[config.mk]
export PLATFORM = sky130hd
export DESIGN_NAME = fetch_unit
export DESIGN_NICKNAME = d
export VERILOG_FILES = /design/src/rtl/fetch_unit.sv
export SDC_FILE = /design/constraint.sdc
export NUM_CORES = 1
export LEC_CHECK = 0
export ABC_AREA = 0
export BUFFER_PORTS_ARGS = -buffer_cell sky130_fd_sc_hd__buf_2
export CORE_MARGIN = 2
export CORE_UTILIZATION = 38
export DETAILED_ROUTE_END_ITERATION = 8
export GPL_ROUTABILITY_DRIVEN = 0
export HOLD_SLACK_MARGIN = 0.12
export PLACE_DENSITY_LB_ADDON = 0.12
export REMOVE_ABC_BUFFERS = 1
export SYNTH_ARGS = -nofsm -noshare
export SYNTH_HDL_FRONTEND = slang
export SYNTH_SLANG_ARGS = --single-unit
[constraint.sdc]
create_clock -name clk -period 5 [get_ports clk]
set_clock_uncertainty 0.2 [all_clocks]
set_input_delay 0.25 -clock clk [delete_from_list [all_inputs] [get_ports clk]]
set_output_delay 0.25 -clock clk [all_outputs]
set_load 0.05 [all_outputs]
[src/rtl/fetch_unit.sv]
// Instruction fetch stage: owns the PC, issues in-order requests to a variable-latency
// instruction memory, buffers returned words and presents one registered slot to decode.
module fetch_unit #(
    parameter int unsigned     XLEN       = 32,
    parameter logic [XLEN-1:0] RESET_PC   = '0,
    parameter int unsigned     FIFO_DEPTH = 4,
    parameter int unsigned     MAX_OUTST  = 2
) (
    input  logic            clk,
    input  logic            rst,
    input  logic            stallF,
    input  logic            stallD,
    input  logic            flushD,
    input  logic [XLEN-1:0] br_target,
    output logic            imem_req,
    output logic [XLEN-1:0] imem_addr,
    input  logic            imem_ready,
    input  logic            imem_rvalid,
    input  logic [31:0]     imem_rdata,
    output logic [XLEN-1:0] pcD,
    output logic [31:0]     instrD,
    output logic            validD
);
    localparam logic [31:0]  NOP     = 32'h0000_0013;
    localparam int unsigned  FIFO_AW = $clog2(FIFO_DEPTH);
    localparam int unsigned  TAG_AW  = (MAX_OUTST > 1) ? $clog2(MAX_OUTST) : 1;
    localparam int unsigned  CNT_W   = $clog2(FIFO_DEPTH + MAX_OUTST + 1);

    localparam logic [CNT_W-1:0] OUTST_LIM = CNT_W'(MAX_OUTST);
    localparam logic [CNT_W-1:0] FIFO_LIM  = CNT_W'(FIFO_DEPTH);
    localparam logic [CNT_W-1:0] ONE       = CNT_W'(1);

    logic [XLEN-1:0]    pcQ;
    logic [XLEN-1:0]    tagMem [MAX_OUTST];
    logic [TAG_AW-1:0]  tagWr, tagRd;
    logic [XLEN-1:0]    fifoPc [FIFO_DEPTH];
    logic [31:0]        fifoInstr [FIFO_DEPTH];
    logic [FIFO_AW-1:0] fifoWr, fifoRd;
    logic [CNT_W-1:0]   fifoCnt, outst, discard;
    logic [CNT_W-1:0]   fifoCntNext, outstNext, discardNext;

    logic accept, respTake, respPush, fifoPop;

    function automatic logic [TAG_AW-1:0] tagInc(input logic [TAG_AW-1:0] p);
        return (p == TAG_AW'(MAX_OUTST - 1)) ? '0 : p + TAG_AW'(1);
    endfunction

    // Outstanding requests reserve FIFO space, so a response can always be pushed.
    assign imem_req  = !rst && !stallF && !flushD && (outst < OUTST_LIM) &&
                       ((outst + fifoCnt) < FIFO_LIM);
    assign imem_addr = pcQ;
    assign accept    = imem_req && imem_ready;
    assign respTake  = imem_rvalid && (outst != '0);
    assign respPush  = respTake && (discard == '0) && !flushD;
    assign fifoPop   = !flushD && !stallD && (fifoCnt != '0);

    always_comb begin
        outstNext   = outst;
        discardNext = discard;
        fifoCntNext = fifoCnt;
        if (accept && !respTake) begin
            outstNext = outst + ONE;
        end else if (!accept && respTake) begin
            outstNext = outst - ONE;
        end
        // On redirect every fetch still in flight is stale, including earlier discards.
        if (flushD) begin
            discardNext = outstNext;
        end else if (respTake && (discard != '0)) begin
            discardNext = discard - ONE;
        end
        if (flushD) begin
            fifoCntNext = '0;
        end else if (respPush && !fifoPop) begin
            fifoCntNext = fifoCnt + ONE;
        end else if (!respPush && fifoPop) begin
            fifoCntNext = fifoCnt - ONE;
        end
    end

    always_ff @(posedge clk or posedge rst) begin
        if (rst) begin
            pcQ     <= RESET_PC;
            tagWr   <= '0;
            tagRd   <= '0;
            fifoWr  <= '0;
            fifoRd  <= '0;
            fifoCnt <= '0;
            outst   <= '0;
            discard <= '0;
            pcD     <= '0;
            instrD  <= NOP;
            validD  <= 1'b0;
        end else begin
            outst   <= outstNext;
            discard <= discardNext;
            fifoCnt <= fifoCntNext;
            if (flushD) begin
                pcQ <= br_target & ~XLEN'(3);
            end else if (accept) begin
                pcQ <= pcQ + XLEN'(4);
            end
            if (accept) begin
                tagWr <= tagInc(tagWr);
            end
            if (respTake) begin
                tagRd <= tagInc(tagRd);
            end
            if (flushD) begin
                fifoWr <= '0;
                fifoRd <= '0;
            end else begin
                if (respPush) begin
                    fifoWr <= fifoWr + FIFO_AW'(1);
                end
                if (fifoPop) begin
                    fifoRd <= fifoRd + FIFO_AW'(1);
                end
            end
            if (flushD) begin
                validD <= 1'b0;
                instrD <= NOP;
            end else if (!stallD) begin
                if (fifoCnt != '0) begin
                    pcD    <= fifoPc[fifoRd];
                    instrD <= fifoInstr[fifoRd];
                    validD <= 1'b1;
                end else begin
                    validD <= 1'b0;
                    instrD <= NOP;
                end
            end
        end
    end

    always_ff @(posedge clk) begin
        if (accept) begin
            tagMem[tagWr] <= pcQ;
        end
        if (respPush) begin
            fifoPc[fifoWr]    <= tagMem[tagRd];
            fifoInstr[fifoWr] <= imem_rdata;
        end
    end

    outstBound:   assert property (@(posedge clk) disable iff (rst) outst <= OUTST_LIM);
    fifoBound:    assert property (@(posedge clk) disable iff (rst) fifoCnt <= FIFO_LIM);
    discardBound: assert property (@(posedge clk) disable iff (rst) discard <= outst);

endmodule

==> results of run 1 <==
-- cell type report --
class                   count  area share [%]
repair buffers            251           8.628
inverters                  15          0.2973
multi-input cells         459           20.05
clock buffers              78           6.737
flip-flops and latches    416           60.48
well taps                 539           3.409
clock inverters             7          0.4048
-- cells in the mapped netlist (3+ instances only) --
cell type / n / area (um^2)
o22a_1: 3 / 26.28
a21oi_1: 7 / 35.03
nand2_1: 140 / 525.5
buf_1: 7 / 26.28
dfrtp_1: 105 / 2628
o311a_1: 3 / 30.03
mux4_2: 63 / 1419
xor2_1: 5 / 43.79
nand2b_1: 4 / 25.02
edfxtp_1: 308 / 9249
buf_2: 9 / 45.04
nand4_1: 8 / 50.05
nor4_1: 7 / 43.79
dfstp_2: 3 / 78.83
o311ai_0: 3 / 26.28
inv_1: 14 / 52.55
and2_1: 3 / 18.77
nand3_1: 19 / 95.09
nor2b_1: 3 / 18.77
xnor2_1: 14 / 122.6
a22o_1: 29 / 254.0
clkbuf_1: 28 / 105.1
nor2_1: 17 / 63.81
buf_4: 4 / 30.03
and3_1: 7 / 43.79
ha_1: 11 / 137.6
mux2i_1: 6 / 60.06
mux2_2: 32 / 360.4
o21ai_0: 24 / 120.1
nor3_1: 10 / 50.05
o211ai_1: 9 / 67.56
-- metrics by stage --
| step | setup WS (ns) | std cells |
|---|---|---|
| floorplan | 0.4185 | 890 |
| global placement | 1.496 | 1609 |
| detailed placement | 1.481 | 1609 |
| CTS | 1.471 | 1765 |
| global route | 1.299 | 1765 |
| finish | 1.508 | 1765 |
-- sequential cells by signal, indices dropped and copies added, names as in the netlist, 3 cells and up --
register	count
fifoInstr	128
fifoPc	120
tagMem	60
instrD	32
imem_addr	30
pcD	30
discard	3
fifoCnt	3
outst	3
-- what timing repair did --
| item | CTS | global route |
|---|---|---|
| endpoints found under the setup margin | 0 | 0 |
| gates resized for setup | 0 | 0 |
| hold endpoints to repair | 203 | 0 |
| hold buffers | 71 | 0 |
-- critical path, delay by kind of cell, from the launching register on --
kind / cells / cell delay, ns
and+or+nand+nor: 2 / 0.91
DFF: 1 / 0.43
AOI/OAI and AO/OA: 3 / 0.73
adders and majority gates: 1 / 0.32
buffers and inverters: 2 / 0.82
-- path summary, 6_finish.rpt --
| kind | endpoint | slack (ns) |
|---|---|---|
| max | imem_addr[17]$_DFFE_PP0P_ | 1.51 |
| min | fifoWr[0]$_DFFE_PP0P_ | 0.14 |
| max reg2reg | imem_addr[17]$_DFFE_PP0P_ | 1.51 |
| min reg2reg | pcD[24]$_DFFE_PP0P_ | 0.27 |
| max in group asynchronous | fifoRd[0]$_DFFE_PP0P_ | 2.86 |
| min in group asynchronous | imem_addr[10]$_DFFE_PP0P_ | 0.68 |
-- power by group --
group	switching, mW	internal, mW
logic	1.47	0.790
clock network	1.30	1.86
registers	0.309	4.10
-- per-layer routing --
metal  routed length (um)  up-vias  global-route usage, %  part of all wire [%]
met2                17980      211                  28.42                    48
met4                  619        0                  3.937                   1.6
met3                 1950       47                  3.933                   5.2
met1                17060     4608                  23.81                    45
li1                     -     4120                      -                     -
met5                    0        -                      0                     0
-- kinds of logic after synthesis --
family                     Yosys count  synth area share [%]
DFF                                416                 74.04
and+or+nand+nor                    229                 6.424
muxes                              101                 11.39
AOI/OAI and AO/OA                   94                 4.417
buffers and inverters               64                 1.697
xor gates and xnor gates            19                 1.031
adders and majority gates           12                0.9764
other                                1               0.02322
==> run_results.csv, run 1 <==
group,metric,value,unit
status,outcome,"completed",
cts,cts.sinks,416,
grt,grt_max_degree,64,
placement,hpwlAfterDp,22.42,mm
yosys,yosys_warnings,0,
yosys,synth_edf_count,308,
sta,setup_viol,0,
yosys,ys_types,57,
job,drv_cap,0,
cts,cts_made_buffers,46,
critical_path,path_class,"flop to flop",
layout,fillers,3658,
yosys,syn_area,16150,um^2
sta,fin_setup_tns,0,ns
critical_path,cpPeakStageDelay,0.64,ns
layout,layout-drive-gt1-share,28.63,%
sta,fin_crit_sh,69.84,%
cts,clk_path_buf_depth,3,
hold_path,hold_class,"input port to flop",
detailed_routing,totalWireLength,37.61,mm
hold_path,min_from,"flushD",
critical_path,end_kind,"flop",
detailed_routing,wl_per_cell,21.31,um
grt,gr-usage-all-layers,17.37,%
floorplanning,fp-row-count,75,
yosys,synth.yosys.seq_area_share,74.04,%
power_and_ir_drop,power_density,497.0,nW/um^2
detailed_routing,drc_errors,0,
layout,fin_area,19780,um^2
layout,num_antenna_cells,0,
floorplanning,die_area,44160,um^2
detailed_routing,drt-vias-per-instance,5.091,
floorplanning,start_util,38.49,%
cts,tritoncts,"done",
critical_path,r2r_start,"outst[1]$_DFF_PP0_",
sta,worst_hold_slack,0.1351,ns
yosys,synth-seq-cells,416,
placement,placed_cell_area,17660,um^2
floorplanning,io_pins,169,
placement,portBuffers,162,
yosys,synth_ff_type,"edfxtp_1",
cts,post_cts_buffers,0,
detailed_routing,vias,8986,
hold_path,min_path_cells,3,
floorplanning,fp.dieH,210.1,um
cts,clk_latency,0.56,ns
critical_path,crit_chain,"ha_1 -> and4_1 -> o311a_1 -> buf_4 -> nor2_1 -> o21ai_0 -> o311ai_0 -> dlygate4sd3_1",
layout,final_util,47.16,%
cts,path_clk_slew,0.06,ns
power_and_ir_drop,ir_worst_vdd,0.3530,mV
critical_path,cp_slowest_cell,"nor2_1",
layout,fin_nets,1272,
yosys,async_flop_share,25.96,%
grt,antenna_found_initial,0,
sta,worst_pin_slew,1.093,ns
floorplanning,die_x,210.1,um
grt,grt_pass1_wl,57.49,mm
floorplanning,core,41950,um^2
critical_path,start_kind,"flop",
sta,fmax,0.2864,GHz
cts,htreeDepth,2,
sta,rsz0062_at_grt,"false",
layout,final_common_cell,"edfxtp_1",
sta,drv_slew,0,
critical_path,cp_max_fo,19,
grt,grt_overflow,0,
critical_path,worstSetupStartpoint,"outst[1]$_DFF_PP0_",
power_and_ir_drop,p_leak,7.299,nW
layout,multiInputGateArea,3965,um^2
cts,cts_root_buf,"clkbuf_16",
detailed_routing,drt-pass1-iter-count,5,
sta,slew_headroom,27.12,%
critical_path,reg2reg_depth,8,
critical_path,crit_required,5.30,ns
sta,hold_viol,0,
detailed_routing,ant_nets,0,
detailed_routing,drt_iter0_markers,597,
sta,min_period,3.492,ns
power_and_ir_drop,total_power,9.831,mW
critical_path,crit_arrival,3.79,ns
layout,final_cell_mix,"308 x edfxtp_1, 162 x buf_2, 140 x nand2_1, 103 x dfrtp_1, 71 x dlygate4sd3_1",
yosys,synth_cells,936,
layout,area.sequential,11960,um^2
grt,grt_pass1_vias,9395,
yosys,syn_area_per_cell,17.25,um^2
layout,area_growth_syn_to_layout,22.50,%
(Power assumes the default switching activity.)
==> inputs of run 2 (changes only) <==
clock period = 3.4 ns   (was 5 ns; I/O delays follow)
==> run 2 against run 1 <==
  * Power grew 51%
  * Cell count grew 3.5%
  * Maximum frequency grew 8.3%
  * Register-to-register slack lost 1.3 ns
  * Core utilization grew 1.9 points
  * Sequential share of layout area shrank 2.3 points
  * Clock power grew 56%
  * Die area is the same
==> run_results.csv, run 2 (synthesized netlist as in run 1, its figures left out) <==
group,metric,value,unit
critical_path,r2r_start,"outst[1]$_DFF_PP0_",
cts,cts_made_buffers,46,
grt,grt_pass1_vias,9759,
layout,num_antenna_cells,0,
cts,cts_root_buf,"clkbuf_16",
critical_path,start_kind,"flop",
sta,setup_ws,0.1754,ns
placement,hpwlAfterDp,23.06,mm
critical_path,cp_max_fo,21,
layout,largest_register,"fifoInstr",
detailed_routing,drt-vias-per-instance,5.068,
layout,layout-drive-gt1-share,29.84,%
sta,rsz0062_at_grt,"false",
critical_path,reg2reg_depth,8,
power_and_ir_drop,p_leak,7.645,nW
job,drv_cap,0,
critical_path,rr_endpoint,"imem_addr[30]$_DFFE_PP0P_",
placement,placed_cell_area,17860,um^2
hold_path,hold_class,"input port to flop",
critical_path,crit_arrival,3.53,ns
critical_path,end_kind,"flop",
cts,htreeDepth,2,
placement,dpl.cell_count,1623,
layout,fin_cells,1826,
detailed_routing,drt_iter0_markers,687,
placement,place_ws,0.3814,ns
grt,grt_max_degree,62,
floorplanning,fp.dieH,210.1,um
cts,cts.sinks,416,
hold_path,min_path_cells,2,
floorplanning,io_pins,169,
critical_path,crit_required,3.71,ns
cts,post_cts_buffers,0,
layout,fin_area,20560,um^2
cts,tritoncts,"done",
power_and_ir_drop,ir_worst_vdd,0.3748,mV
cts,path_clk_slew,0.06,ns
sta,slew_headroom,36.07,%
hold_path,min_from,"imem_rdata[18]",
layout,area_growth_syn_to_layout,27.34,%
layout,fin_nets,1333,
sta,worst_pin_slew,0.9570,ns
detailed_routing,totalWireLength,37.92,mm
layout,final_common_cell,"edfxtp_1",
critical_path,timing.reg2reg.setup_slack,0.18,ns
placement,portBuffers,162,
floorplanning,core,41950,um^2
layout,final_cell_mix,"308 x edfxtp_1, 162 x buf_2, 140 x nand2_1, 118 x dlygate4sd3_1, 102 x dfrtp_1",
sta,setup_viol,0,
layout,largest_register_ffs,128,
sta,drv_slew,0,
critical_path,path_class,"flop to flop",
grt,antenna_found_initial,0,
sta,fmax,0.3101,GHz
sta,min_period,3.225,ns
power_and_ir_drop,total_power,14.88,mW
power_and_ir_drop,power_density,723.5,nW/um^2
floorplanning,fp-row-count,75,
grt,gr-usage-all-layers,17.68,%
grt,grt_pass1_wl,58.64,mm
floorplanning,die_x,210.1,um
detailed_routing,drt-pass1-iter-count,5,
layout,final_util,49.02,%
cts,clk_path_buf_depth,3,
layout,top_regs,"fifoInstr x128, fifoPc x120, tagMem x60",
detailed_routing,drc_errors,0,
hold_path,hold_path_end,"fifoInstr[1][18]$_DFFE_PP_",
detailed_routing,vias,9254,
floorplanning,start_util,38.49,%
cts,clk_latency,0.57,ns
grt,grt_overflow,0,
detailed_routing,wl_per_cell,20.77,um
status,outcome,"completed",
sta,fin_crit_sh,94.84,%
floorplanning,die_area,44160,um^2
detailed_routing,ant_nets,0,
sta,hold_viol,0,
run 2: final cells by class:
cell class	count	area, um^2
fillers	3580	21390
flip-flops and latches	416	11960
multi-input cells	459	3969
repair buffers	312	2382
clock buffers	62	1333
well taps	539	674.4
clock inverters	23	180.2
inverters	15	58.81
run 2: timing repair:
item | in CTS | in global routing
hold endpoints to repair | 324 | 0
setup endpoints to repair | 0 | 9
hold buffers | 118 | 0
resized for setup | 0 | 3
run 2: worst max path at each step:
stage,startpoint,end,slack (ns),depth (start not counted)
after global placement,outst[1]$_DFF_PP0_,tagMem[0][6]$_DFFE_PP_,0.47,5
after floorplan,fifoCnt[2]$_DFFE_PP0P_,fifoCnt[2]$_DFFE_PP0P_,-1.18,5
final,outst[1]$_DFF_PP0_,imem_addr[30]$_DFFE_PP0P_,0.18,8
after CTS,outst[1]$_DFF_PP0_,imem_addr[17]$_DFFE_PP0P_,0.12,8
after global routing,outst[1]$_DFF_PP0_,imem_addr[30]$_DFFE_PP0P_,0.007,8
after detailed placement,outst[1]$_DFF_PP0_,tagMem[0][6]$_DFFE_PP_,0.38,5
run 2: worst max-delay path, stage by stage, from the launching register on:
cell and delay (ns):
dfrtp_2 0.44, ha_1 0.31, a311oi_2 0.49, o311ai_4 0.15, buf_4 0.27, or2_1 0.35, nor2_1 0.20, mux2i_1 0.19
dlygate4sd3_1 0.56
run 2: stage by stage:
step / setup TNS [ns] / hold slack, ns
6_report: 0 / 0.1645
5_1_grt: 0 / 0.1541
4_1_cts: 0 / 0.1206
3_5_place_dp: 0 / 0.07051
3_3_place_gp: 0 / 0.07169
2_1_floorplan: -135.63 / 0.03314
run 2: metal layers:
| layer | global-route usage [%] | share of wire, % | up-vias |
|---|---|---|---|
| met5 | 0 | 0 | - |
| met4 | 3.937 | 1.7 | 0 |
| met3 | 3.769 | 4.4 | 48 |
| met2 | 29.02 | 48 | 198 |
| met1 | 24.35 | 46 | 4770 |
| li1 | - | - | 4238 |
run 2: power by group:
part           internal, mW  switching, mW
sequential             6.04          0.419
clock                  2.90           2.01
combinational          1.29           2.21
==> inputs of run 3 (changes only) <==
CORE_ASPECT_RATIO = 0.5   (was unset)
==> run 3 against run 2 <==
  * First-iteration DRC count is 20% lower
  * Cell count shrank 0.82%
  * Wire length shrank 2.0%
  * Clock power down 8.1%
  * Highest routed layer unchanged
  * Via count decreased by 1.9%
==> run_results.csv, run 3 (synthesized netlist as in run 1, its figures left out) <==
group,metric,value,unit
layout,area.sequential,11960,um^2
sta,rsz0062_at_grt,"false",
layout,largest_register_ffs,128,
cts,cts_made_buffers,39,
placement,placed_cell_area,17960,um^2
cts,cts.sinks,416,
detailed_routing,wl_per_cell,20.52,um
cts,cts_root_buf,"clkbuf_16",
layout,fillers,3606,
cts,tritoncts,"done",
floorplanning,fp-row-count,53,
layout,fin_area,20030,um^2
grt,grt_pass1_vias,9493,
sta,worst_pin_slew,0.7384,ns
cts,htreeDepth,2,
floorplanning,die_area,44260,um^2
cts,path_clk_slew,0.06,ns
sta,fin_crit_sh,96.78,%
grt,grt_max_degree,63,
layout,multiInputGateArea,3984,um^2
critical_path,cp_common_cell,"buf_4",
detailed_routing,drt_iter0_markers,553,
cts,post_cts_buffers,0,
detailed_routing,vias,9078,
placement,place_ws,0.6554,ns
cts,clk_latency,0.54,ns
critical_path,crit_chain,"ha_1 -> a311oi_4 -> o311a_1 -> buf_4 -> nor2_1 -> buf_4 -> o21ai_0 -> o311ai_0 -> dlygate4sd3_1",
job,drv_cap,0,
detailed_routing,totalWireLength,37.16,mm
layout,final_util,47.71,%
floorplanning,die_x,295.5,um
floorplanning,core,41980,um^2
sta,setup_viol,0,
grt,grt_overflow,0,
critical_path,crit_arrival,3.50,ns
layout,final_cell_mix,"308 x edfxtp_1, 162 x buf_2, 140 x nand2_1, 102 x dfrtp_1, 73 x dlygate4sd3_1",
critical_path,timing.reg2reg.setup_slack,0.11,ns
power_and_ir_drop,p_leak,7.400,nW
detailed_routing,drt-vias-per-instance,5.013,
critical_path,cpPeakStageDelay,0.59,ns
floorplanning,start_util,38.47,%
floorplanning,io_pins,169,
sta,slew_headroom,50.77,%
hold_path,hold_class,"input port to asynchronous set/reset pin",
detailed_routing,ant_nets,0,
status,outcome,"completed",
power_and_ir_drop,power_density,719.8,nW/um^2
layout,final_common_cell,"edfxtp_1",
critical_path,path_buf_inv,3,
grt,grt_pass1_wl,55.90,mm
critical_path,path_class,"flop to flop",
sta,fmax,0.3039,GHz
detailed_routing,drt-pass1-iter-count,4,
critical_path,critPathTopFamily,"compound AO/OA/AOI/OAI gates",
critical_path,cp_max_fo,10,
cts,clk_path_buf_depth,3,
power_and_ir_drop,ir_worst_vdd,0.3290,mV
layout,layout-drive-gt1-share,30.47,%
sta,min_period,3.291,ns
critical_path,end_kind,"flop",
sta,drv_slew,0,
detailed_routing,drc_errors,0,
layout,top_regs,"fifoInstr x128, fifoPc x120, tagMem x60",
placement,hpwlAfterDp,22.92,mm
critical_path,crit_required,3.61,ns
layout,largest_register,"fifoInstr",
grt,gr-usage-all-layers,17.06,%
layout,area_growth_syn_to_layout,24.03,%
layout,fin_nets,1287,
critical_path,start_kind,"flop",
grt,antenna_found_initial,0,
placement,portBuffers,162,
sta,setup_ws,0.1094,ns
critical_path,cp_slowest_cell,"dlygate4sd3_1",
sta,hold_viol,0,
floorplanning,fp.dieH,149.8,um
layout,num_antenna_cells,0,
==> run 3: area by class of cell <==
cell class	count	share of cell area (%)
clock buffer	56	5.498
clock inverter	15	1.100
inverter	15	0.2936
multi-input combinational	459	19.89
sequential	416	59.74
tap	577	3.605
timing repair buffer	273	9.871
==> run 3: worst paths after layout <==
kind / start / to / cells past startpoint
max in group asynchronous: rst / instrD[1]$_DFFE_PP1P_ / 4
min in group clk: imem_rdata[20] / fifoInstr[1][20]$_DFFE_PP_ / 2
worst max-delay path: outst[1]$_DFF_PP0_ / imem_addr[17]$_DFFE_PP0P_ / 9
worst max register to register: outst[1]$_DFF_PP0_ / imem_addr[17]$_DFFE_PP0P_ / 9
worst min register to register: pcD[25]$_DFFE_PP0P_ / pcD[25]$_DFFE_PP0P_ / 2
worst min-delay path: rst / outst[1]$_DFF_PP0_ / 3
==> run 3: tightest hold or removal path: stages <==
cell           delay (ns)
dlygate4sd3_1        0.53
buf_2                0.14
inv_4                0.49
==> run 3: stage by stage <==
step / instances / power, mW / hold WS, ns / setup TNS (ns)
after floorplan: 890 / 8.935 / 0.03314 / -135.63
after global placement: 1667 / 9.894 / 0.1608 / 0
after detailed placement: 1667 / 9.962 / 0.1706 / 0
after CTS: 1811 / 14.60 / 0.1316 / 0
after global routing: 1811 / 15.06 / 0.1543 / 0
final: 1811 / 14.41 / 0.09613 / 0
==> run 3: power breakdown <==
group	total (mW)	internal, mW	switching [mW]
logic	3.49	1.23	2.26
registers	6.40	6.03	0.368
clock network	4.52	2.65	1.87
total	14.4	9.91	4.50
==> run 3: per-layer routing <==
layer / vias to the layer above / part of all wire, % / global-route usage [%]
li1: 4140 / - / -
met1: 4711 / 43 / 22.25
met2: 174 / 51 / 29.79
met3: 53 / 4.3 / 3.045
met4: 0 / 1.9 / 4.188
met5: - / 0 / 0
==> run 3: timing repair <==
| item | in CTS | in global routing |
|---|---|---|
| hold buffers | 73 | 0 |
| endpoints found under the setup margin | 0 | 3 |
| gates resized for setup | 0 | 3 |
| hold endpoints to repair | 259 | 0 |
